[src/rtl/approx_error_monitor_pkg.sv]
// Shared types, default widths and helpers for the approximate-multiplier error monitor.
package approx_mon_pkg;

    localparam int unsigned DATA_W_DEF = 8;
    localparam int unsigned P_W_DEF    = 16;
    localparam int unsigned CNT_W_DEF  = 16;
    localparam int unsigned ACC_W_DEF  = 32;
    localparam int unsigned SAT_W      = 64;

    typedef enum logic [1:0] {
        IDLE  = 2'd0,
        RUN   = 2'd1,
        DRAIN = 2'd2,
        DONE  = 2'd3
    } mon_state_e;

    // Unsigned add clamped to the all-ones value of a width-bit field.
    function automatic logic [SAT_W-1:0] sat_add(input logic [SAT_W-1:0] acc,
                                                 input logic [SAT_W-1:0] inc,
                                                 input int unsigned      width);
        logic [SAT_W-1:0] lim;
        logic [SAT_W:0]   sum;
        lim = (SAT_W'(1) << width) - SAT_W'(1);
        sum = {1'b0, acc} + {1'b0, inc};
        if (sum > {1'b0, lim}) return lim;
        return sum[SAT_W-1:0];
    endfunction

endpackage

[src/rtl/approx_error_monitor_if.sv]
// Sample stream, window control and result readout of the error monitor.
interface approx_error_monitor_if
    import approx_mon_pkg::*;
#(
    parameter int unsigned DATA_W = DATA_W_DEF,
    parameter int unsigned P_W    = P_W_DEF,
    parameter int unsigned CNT_W  = CNT_W_DEF,
    parameter int unsigned ACC_W  = ACC_W_DEF
);
    logic              start;
    logic [CNT_W-1:0]  num_samples;
    logic              in_valid;
    logic [DATA_W-1:0] a_in;
    logic [DATA_W-1:0] b_in;
    logic [P_W-1:0]    p_approx;
    logic              busy;
    logic              done;
    logic [CNT_W-1:0]  err_count;
    logic [ACC_W-1:0]  sum_ed;
    logic [P_W-1:0]    max_ed;
    logic [DATA_W-1:0] max_a;
    logic [DATA_W-1:0] max_b;

    modport master (
        output start, num_samples, in_valid, a_in, b_in, p_approx,
        input  busy, done, err_count, sum_ed, max_ed, max_a, max_b
    );

    modport slave (
        input  start, num_samples, in_valid, a_in, b_in, p_approx,
        output busy, done, err_count, sum_ed, max_ed, max_a, max_b
    );
endinterface

[src/rtl/exact_mult_ref.sv]
// First pipeline stage: exact unsigned product alongside the delayed operands and approximate product.
module exact_mult_ref
    import approx_mon_pkg::*;
#(
    parameter int unsigned DATA_W = DATA_W_DEF,
    parameter int unsigned P_W    = P_W_DEF
) (
    input  logic              clk_100M,
    input  logic              rst,
    input  logic              in_valid,
    input  logic [DATA_W-1:0] a,
    input  logic [DATA_W-1:0] b,
    input  logic [P_W-1:0]    p_approx,
    output logic              out_valid,
    output logic [DATA_W-1:0] a_q,
    output logic [DATA_W-1:0] b_q,
    output logic [P_W-1:0]    p_approx_q,
    output logic [P_W-1:0]    exact_q
);

    always_ff @(posedge clk_100M or posedge rst) begin
        if (rst) begin
            out_valid  <= 1'b0;
            a_q        <= '0;
            b_q        <= '0;
            p_approx_q <= '0;
            exact_q    <= '0;
        end else begin
            out_valid <= in_valid;
            if (in_valid) begin
                a_q        <= a;
                b_q        <= b;
                p_approx_q <= p_approx;
                exact_q    <= P_W'(a) * P_W'(b);
            end
        end
    end

endmodule

[src/rtl/approx_error_monitor.sv]
// Windowed error statistics of an approximate multiplier against an exact reference.
module approx_error_monitor
    import approx_mon_pkg::*;
#(
    parameter int unsigned DATA_W = DATA_W_DEF,
    parameter int unsigned P_W    = P_W_DEF,
    parameter int unsigned CNT_W  = CNT_W_DEF,
    parameter int unsigned ACC_W  = ACC_W_DEF
) (
    input logic                  clk_100M,
    input logic                  rst,
    approx_error_monitor_if.slave mon
);

    mon_state_e        state, state_nxt;
    logic [CNT_W-1:0]  n_lat, acc_cnt;
    logic              start_ok_c, accept_c, last_c;

    logic              v0;
    logic [DATA_W-1:0] a0, b0;
    logic [P_W-1:0]    p0, ex0;

    logic              v1, nz1;
    logic [DATA_W-1:0] a1, b1;
    logic [P_W-1:0]    ed1;

    logic              busy_q, done_q;
    logic [CNT_W-1:0]  err_count_q;
    logic [ACC_W-1:0]  sum_ed_q;
    logic [P_W-1:0]    max_ed_q;
    logic [DATA_W-1:0] max_a_q, max_b_q;

    assign start_ok_c = mon.start && ((state == IDLE) || (state == DONE));
    assign accept_c   = mon.in_valid && (state == RUN);
    assign last_c     = accept_c && ((acc_cnt + CNT_W'(1)) == n_lat);

    always_ff @(posedge clk_100M or posedge rst) begin
        if (rst) state <= IDLE;
        else     state <= state_nxt;
    end

    // DRAIN exits on the edge that retires the last sample from the final stage.
    always_comb begin
        state_nxt = state;
        case (state)
            IDLE, DONE: if (mon.start) state_nxt = (mon.num_samples == '0) ? DONE : RUN;
            RUN:        if (last_c)    state_nxt = DRAIN;
            DRAIN:      if (!v0)       state_nxt = DONE;
            default:                   state_nxt = IDLE;
        endcase
    end

    always_ff @(posedge clk_100M or posedge rst) begin
        if (rst) begin
            n_lat   <= '0;
            acc_cnt <= '0;
            busy_q  <= 1'b0;
            done_q  <= 1'b0;
        end else begin
            if (start_ok_c) begin
                n_lat   <= mon.num_samples;
                acc_cnt <= '0;
            end else if (accept_c) begin
                acc_cnt <= acc_cnt + CNT_W'(1);
            end
            busy_q <= (state_nxt == RUN) || (state_nxt == DRAIN);
            done_q <= (state_nxt == DONE);
        end
    end

    exact_mult_ref #(.DATA_W(DATA_W), .P_W(P_W)) u_ref (
        .clk_100M   (clk_100M),
        .rst        (rst),
        .in_valid   (accept_c),
        .a          (mon.a_in),
        .b          (mon.b_in),
        .p_approx   (mon.p_approx),
        .out_valid  (v0),
        .a_q        (a0),
        .b_q        (b0),
        .p_approx_q (p0),
        .exact_q    (ex0)
    );

    // Error distance stage.
    always_ff @(posedge clk_100M or posedge rst) begin
        if (rst) begin
            v1  <= 1'b0;
            nz1 <= 1'b0;
            ed1 <= '0;
            a1  <= '0;
            b1  <= '0;
        end else begin
            v1 <= v0;
            if (v0) begin
                ed1 <= (ex0 >= p0) ? (ex0 - p0) : (p0 - ex0);
                nz1 <= (ex0 != p0);
                a1  <= a0;
                b1  <= b0;
            end
        end
    end

    // Accumulation stage; strict compare keeps the earliest sample on ties.
    always_ff @(posedge clk_100M or posedge rst) begin
        if (rst) begin
            err_count_q <= '0;
            sum_ed_q    <= '0;
            max_ed_q    <= '0;
            max_a_q     <= '0;
            max_b_q     <= '0;
        end else if (start_ok_c) begin
            err_count_q <= '0;
            sum_ed_q    <= '0;
            max_ed_q    <= '0;
            max_a_q     <= '0;
            max_b_q     <= '0;
        end else if (v1) begin
            err_count_q <= err_count_q + CNT_W'(nz1);
            sum_ed_q    <= ACC_W'(sat_add(SAT_W'(sum_ed_q), SAT_W'(ed1), ACC_W));
            if (ed1 > max_ed_q) begin
                max_ed_q <= ed1;
                max_a_q  <= a1;
                max_b_q  <= b1;
            end
        end
    end

    assign mon.busy      = busy_q;
    assign mon.done      = done_q;
    assign mon.err_count = err_count_q;
    assign mon.sum_ed    = sum_ed_q;
    assign mon.max_ed    = max_ed_q;
    assign mon.max_a     = max_a_q;
    assign mon.max_b     = max_b_q;

endmodule

[src/flat_wrapper.sv]
// flat-port wrapper written by rule: the top's interface ports become plain ports
module approx_error_monitor_flat import approx_mon_pkg::*;
#(
    parameter int unsigned DATA_W = DATA_W_DEF,
    parameter int unsigned P_W    = P_W_DEF,
    parameter int unsigned CNT_W  = CNT_W_DEF,
    parameter int unsigned ACC_W  = ACC_W_DEF
)
  (clk_100M, rst, mon_start, mon_num_samples, mon_in_valid, mon_a_in, mon_b_in, mon_p_approx, mon_busy, mon_done, mon_err_count, mon_sum_ed, mon_max_ed, mon_max_a, mon_max_b);
  approx_error_monitor_if #(.DATA_W(DATA_W), .P_W(P_W), .CNT_W(CNT_W), .ACC_W(ACC_W)) mon_i ();
  input logic clk_100M;
  input logic rst;
  input wire logic [$bits(mon_i.start)-1:0] mon_start;
  input wire logic [$bits(mon_i.num_samples)-1:0] mon_num_samples;
  input wire logic [$bits(mon_i.in_valid)-1:0] mon_in_valid;
  input wire logic [$bits(mon_i.a_in)-1:0] mon_a_in;
  input wire logic [$bits(mon_i.b_in)-1:0] mon_b_in;
  input wire logic [$bits(mon_i.p_approx)-1:0] mon_p_approx;
  output wire logic [$bits(mon_i.busy)-1:0] mon_busy;
  output wire logic [$bits(mon_i.done)-1:0] mon_done;
  output wire logic [$bits(mon_i.err_count)-1:0] mon_err_count;
  output wire logic [$bits(mon_i.sum_ed)-1:0] mon_sum_ed;
  output wire logic [$bits(mon_i.max_ed)-1:0] mon_max_ed;
  output wire logic [$bits(mon_i.max_a)-1:0] mon_max_a;
  output wire logic [$bits(mon_i.max_b)-1:0] mon_max_b;
  assign mon_i.start = mon_start;
  assign mon_i.num_samples = mon_num_samples;
  assign mon_i.in_valid = mon_in_valid;
  assign mon_i.a_in = mon_a_in;
  assign mon_i.b_in = mon_b_in;
  assign mon_i.p_approx = mon_p_approx;
  assign mon_busy = mon_i.busy;
  assign mon_done = mon_i.done;
  assign mon_err_count = mon_i.err_count;
  assign mon_sum_ed = mon_i.sum_ed;
  assign mon_max_ed = mon_i.max_ed;
  assign mon_max_a = mon_i.max_a;
  assign mon_max_b = mon_i.max_b;
  approx_error_monitor #(.DATA_W(DATA_W), .P_W(P_W), .CNT_W(CNT_W), .ACC_W(ACC_W)) u_core (.clk_100M(clk_100M), .rst(rst), .mon(mon_i));
endmodule
[config.mk]
export PLATFORM = sky130hd
export DESIGN_NAME = approx_error_monitor_flat
export DESIGN_NICKNAME = d
export VERILOG_FILES = /design/src/rtl/approx_error_monitor_pkg.sv /design/src/rtl/approx_error_monitor_if.sv /design/src/rtl/exact_mult_ref.sv /design/src/rtl/approx_error_monitor.sv /design/src/flat_wrapper.sv
export SDC_FILE = /design/constraint.sdc
export NUM_CORES = 1
export LEC_CHECK = 0
export ABC_AREA = 1
export CELL_PAD_IN_SITES_DETAIL_PLACEMENT = 0
export CELL_PAD_IN_SITES_GLOBAL_PLACEMENT = 1
export CORE_MARGIN = 5
export CORE_UTILIZATION = 25
export DETAILED_ROUTE_END_ITERATION = 16
export GPL_ROUTABILITY_DRIVEN = 0
export MAX_ROUTING_LAYER = met4
export PLACE_DENSITY = 0.64
export SKIP_CTS_REPAIR_TIMING = 1
export SYNTH_ARGS = -nofsm -noshare
export SYNTH_HDL_FRONTEND = slang
export SYNTH_SLANG_ARGS = --single-unit
[constraint.sdc]
create_clock -name clk_100M -period 6.89 [get_ports clk_100M]
set_input_delay 1.378 -clock clk_100M [delete_from_list [all_inputs] [get_ports clk_100M]]
set_output_delay 1.378 -clock clk_100M [all_outputs]
set_load 0.02 [all_outputs]
* Word level (Yosys, flattened, before mapping)
Cells that the tools add are included.
Widths: inputs -> output; s select.
** Operators by class
- Add/sub/neg operators :: 5
- Multiply operators :: 1
- $lt $le $gt $ge :: 3
- Eq/ne operators :: 8
- Multiplexer cells :: 26
- Reduce and logical (&&, ||, !) cells :: 12
** Operators by type and width (number)
- $mux 16 :: 8
- $mux 32 :: 4
- $mux 8 :: 6
- $add 32x16->33 :: 1
- $gt 33x32->1 const B :: 1
- $sub 16x16->16 :: 2
- $add 16x1->16 :: 1
- $add 16x1->16 const B :: 1
- $eq 16x16->1 :: 1
- $ge 16x16->1 :: 1
- $gt 16x16->1 :: 1
- $logic_not 16->1 :: 1
- $mul 8x8->16 :: 1
- $ne 16x16->1 :: 1
- $eq 2x2->1 const B :: 4
- $mux 2 :: 4
- $pmux 2 s3 :: 1
- $reduce_bool 2->1 :: 3
- $eq 2x1->1 const B :: 2
- $logic_and 1x1->1 :: 3
- $mux 1 :: 3
- $logic_not 2->1 :: 1
- $logic_or 1x1->1 :: 2
- $reduce_and 2->1 :: 1
- $reduce_or 2->1 :: 1
** Word-level totals
- Register bits :: 199
- Bits of input ports :: 52
- Output and inout port bits :: 82

* Logic depth before layout (Yosys ltp)
- Depth after elaboration :: 8
- Mapped depth :: 22
- Gate-level depth less buffers :: 21

* By module
A second synthesis with hierarchy kept.
** Second synthesis, totals
- Cell total of the unflattened synthesis :: 1981
- Area total of the unflattened synthesis :: 14410.1 sq um
** Modules (own cells, without submodules)
- approx_error_monitor :: times used 1, cells each 1411, area an instance 10206.0 sq um
- exact_mult_ref :: times used 1, cells each 570, area an instance 4204.0 sq um

* Worst setup path after synthesis
OpenSTA, ideal clock, no wires.
- Path kind :: input to register
- Start point :: in mon_b_in[7]
- End point :: reg u_core.u_ref.exact_q[14]
- Data arrival time :: 5.187 ns
- Data required time :: 6.772 ns
- Setup slack :: 1.585 ns
- Stages on the path :: 20
- Cell sequence :: clkbuf_1 -> nand2_1 -> fa_1 -> fa_1 -> inv_1 -> fa_1 -> inv_1 -> fa_1 -> inv_1 -> ha_1 -> inv_1 -> nor3_1 -> a21oi_1 -> o21ai_0 -> nand2_1 -> nand2_1 -> a21oi_1 -> nand2b_1 -> nand3_1 -> nand2_1
** Between the ends
- Cells in the longest elaborated chain, start to end :: 1
** Ends and longest elaborated chain
- start, declared :: line flat_wrapper.sv:17 : input wire logic [$bits(mon_i.b_in)-1:0] mon_b_in;
- $mul 8x8->16 :: line exact_mult_ref.sv:34 : exact_q <= P_W'(a) * P_W'(b);
- end signal, assigned :: line exact_mult_ref.sv:34
- end, declared :: line exact_mult_ref.sv:18 : output logic [P_W-1:0] exact_q
Every way passes these cells.
A chain may end at the register's enable or synchronous reset.

* Worst setup path in the final report
- Start point :: in mon_a_in[1]
- End point :: reg u_core.u_ref.exact_q[14]
** Between the ends
- Cells in the longest elaborated chain, start to end :: 1
** Ends and longest elaborated chain
- start, declared :: line flat_wrapper.sv:16 : input wire logic [$bits(mon_i.a_in)-1:0] mon_a_in;
- $mul 8x8->16 :: line exact_mult_ref.sv:34
Every way passes these cells.

==> flow_summary.yaml <==
timing:
  rsz0062_at_grt: "no"
  slew_headroom: 0.2360
  holdWs_ns: 0.4762
  hold_viol_final: 0
  fmax_ghz: 0.1811
  finalCriticalPeriod_ns: 5.521
  slew_violations: 0
  fin_crit_sh: 0.8013
  finalSetupViolCount: 0
  clock_skew_ns: 0.01957
  final.setup.tns_ns: 0
  worstMarginPinSlew_ns: 1.145
grt:
  grt-ovfl-total: 0
  antenna_found_initial: 0
  grt_pass1_wl_um: 66540
  gr-usage-all-layers: 0.1360
  grt_pass1_vias: 12441
  grt_max_degree: 120
layout:
  synthToLayoutAreaGrowth_pct: 18.52
  nets: 2192
  num-fill-cells: 6180
  post-route-util: 0.2994
  regArea_um2: 4980
  drive_above_1_share: 0.04978
  antenna_cells: 0
  multiInputGateArea_um2: 7926
power_and_ir_drop:
  power_per_cell_area_nw_per_um2: 412.3
  power_frac_comb: 0.577
  p_clk_frac: 0.151
  swShare: 0.4941
  leakage_uw: 0.008420
  total_power_uw: 6959
  max-vdd-ir-drop_mv: 0.2154
  internal_power_uw: 3521
  p_sw_uw: 3438
  pwr-share-seq: 0.272
synth:
  syn_inst: 1902
  yosysSeqAreaShare: 0.3496
  yosys_warnings: 0
  synthFlopType: "dfrtp_1"
  ys_types: 57
  ys_top_cells_by_area: "dfrtp_1 35%, nand2_1 16%, ha_1 9.2%, inv_1 6.9%, fa_1 5.5%"
  synthesis.nets: 2098
  syn_area_um2: 14240
  yosys.area.top_type: "dfrtp_1"
  synth_top_cell_area_share: 0.3496
  ys_seq_elements: 199
  async_flop_share: 1.000
  synth.avg_cell_area_um2: 7.489
  synth_edf_count: 0
critical_path:
  critical_path.endpoint_type: "flop"
  critPathArrivalTime_ns: 5.95
  crit_chain: "clkdlybuf4s50_1 > nand2_1 > fa_1 > fa_1 > inv_1 > fa_1 > inv_1 > fa_1 > inv_1 > ha_1 > a21oi_1 > o21ai_0 > a21oi_1 > o21ai_0 > nand2_1 > nand2_1 > a21oi_1 > nand2b_1 > nand3_1 > nand2_1"
  crit_family: "adder cells"
  worstSetupPathType: "input pin to flop"
  slowest_delay_ns: 0.70
  startpoint: "mon_a_in[1]"
  crit_path_start_kind: "input pin"
  cp_max_fo: 9
  crit_required_ns: 7.32
  r2r_start: "u_core.acc_cnt[0]"
  cp_num_buf_inv: 4
  cp_slowest_cell: "clkdlybuf4s50_1"
hold_path:
  hold_path.class: "flop to flop"
  min_from: "u_core.a1[7]"
clock_network:
  clkTransAtPathRegs_ns: 0.08
  clk_latency_ns: 0.50
  cts-root-buf: "clkbuf_16"
  cts_buffers: 17
  htreeDepth: 4
  cts_tree: "done"
  max-clock-path-buffers: 2
  cts.sinks: 199
floorplanning:
  num_rows: 87
  die_w_um: 248.7
  core_area_um2: 56390
  initial_core_util: 0.2526
  die_h_um: 248.7
  die_area_um2: 61850
  io_pins: 134
routing:
  first_iter_violations: 753
  ant_nets: 0
  drt_wl_total_um: 40590
  vias: 12417
  remaining_drc_errors: 0
  avgViaCountPerCell: 4.491
  dr.pass1.iters: 5
  wl_per_cell_um: 14.68
placed_design:
  dpl.hpwl_um: 31700
  portBuffers: 133
run:
  maxCapViolCount: 0
status:
  status: "finished clean"
-- power by group through the flow --
stage	combinational, µW	clock, µW	sequential [µW]
CTS	4080	1090	1910
detailed placement	4060	0	1930
global placement	4040	0	1930
finish	4020	1050	1890
floorplan	2900	0	1930
global route	4590	1130	1950
-- kinds of logic (layout without fill, tap and decap cells) --
kind of cell	after synthesis	in the layout	share of synthesized area
compound gates	282	282	0.1131
flops	199	199	0.3496
fa+ha+maj	144	144	0.1470
simple gates	892	892	0.2665
buf+inv	339	446	0.09443
xor+xnor	46	46	0.02934
-- routing by layer --
metal  routed length, µm  track usage  share of wire  vias up
met5                   0            -              0        -
met4                 884      0.04383          0.022        0
met3                1311      0.02245          0.032       46
met2               19250       0.2182           0.47      214
met1               19140       0.1766           0.47     5903
li1                    -            -              -     6254
-- layout make-up --
| class | instances | share of cell area |
|---|---|---|
| clock inverter | 15 | 0.01001 |
| inverter | 270 | 0.06048 |
| sequential | 199 | 0.2950 |
| tap | 756 | 0.05603 |
| multi-input combinational | 1364 | 0.4695 |
| timing repair buffer | 144 | 0.08375 |
| clock buffer | 17 | 0.02520 |
-- cells in the mapped netlist, drive strengths merged (3+ instances only) --
library cell and count:
o21ai 122, nand2 608, clkbuf 48, or2 3, a22o 3, nor3 25
nand3b 5, a21oi 97, nand3 110, inv 268, a31oi 15, a21o 16
o21bai 4, fa 39, buf 21, nor4 6, ha 105, o211ai 5
nand4 18, o22ai 14, xor2 31, xnor2 14, dfrtp 199, nor2 111
-- stage by stage --
| stage | area, µm² | cells | setup slack, ns |
|---|---|---|---|
| 6_report | 16880 | 2765 | 1.369 |
| 5_1_grt | 16880 | 2765 | 1.089 |
| 3_3_place_gp | 16290 | 2733 | 0.9054 |
| 4_1_cts | 16880 | 2765 | 1.401 |
| 3_5_place_dp | 16290 | 2733 | 0.8682 |
| 2_1_floorplan | 14240 | 1902 | 0.08634 |
-- flip-flops by register name (all words and copies together), names as in the netlist, 2 cells and up --
name                     count
u_core.mon.max_a             8
u_core.u_ref.exact_q        16
u_core.u_ref.b_q             8
u_core.mon.err_count        16
u_core.n_lat                16
u_core.u_ref.a_q             8
u_core.mon.max_ed           16
u_core.mon.max_b             8
u_core.u_ref.p_approx_q     16
u_core.state                 2
u_core.mon.sum_ed           32
u_core.a1                    8
u_core.b1                    8
u_core.ed1                  16
u_core.acc_cnt              16
-- final timing paths --
check                      slack [ns]                     endpoint  cells past startpoint
hold / removal                   0.48          u_core.mon.max_a[7]                      2
max in group asynchronous        4.22  u_core.u_ref.p_approx_q[12]                      3
setup / recovery                 1.37     u_core.u_ref.exact_q[14]                     20
hold reg to reg                  0.48          u_core.mon.max_a[7]                      2
setup reg to reg                 4.06              u_core.mon.busy                     17
min in group asynchronous        1.41        u_core.mon.sum_ed[12]                      2
-- cell usage in the layout (no fill, tap or decap), types with 15 or more instances in the layout --
master	n
ha_1	105
a31oi_1	15
xor2_1	31
fa_1	39
inv_1	262
o21ai_0	107
nand2_1	595
a21o_1	16
nor3_1	20
clkdlybuf4s50_1	133
clkbuf_16	17
dfrtp_1	199
nand4_1	17
a21oi_1	88
nand3_1	106
nor2_1	102
-- worst min-delay path, stage by stage (launching register included) --
cell and delay (ns):
dfrtp_1 0.35, nand2_1 0.05, nand2_1 0.04
No activity file was read; power rests on OpenSTA's default activity.
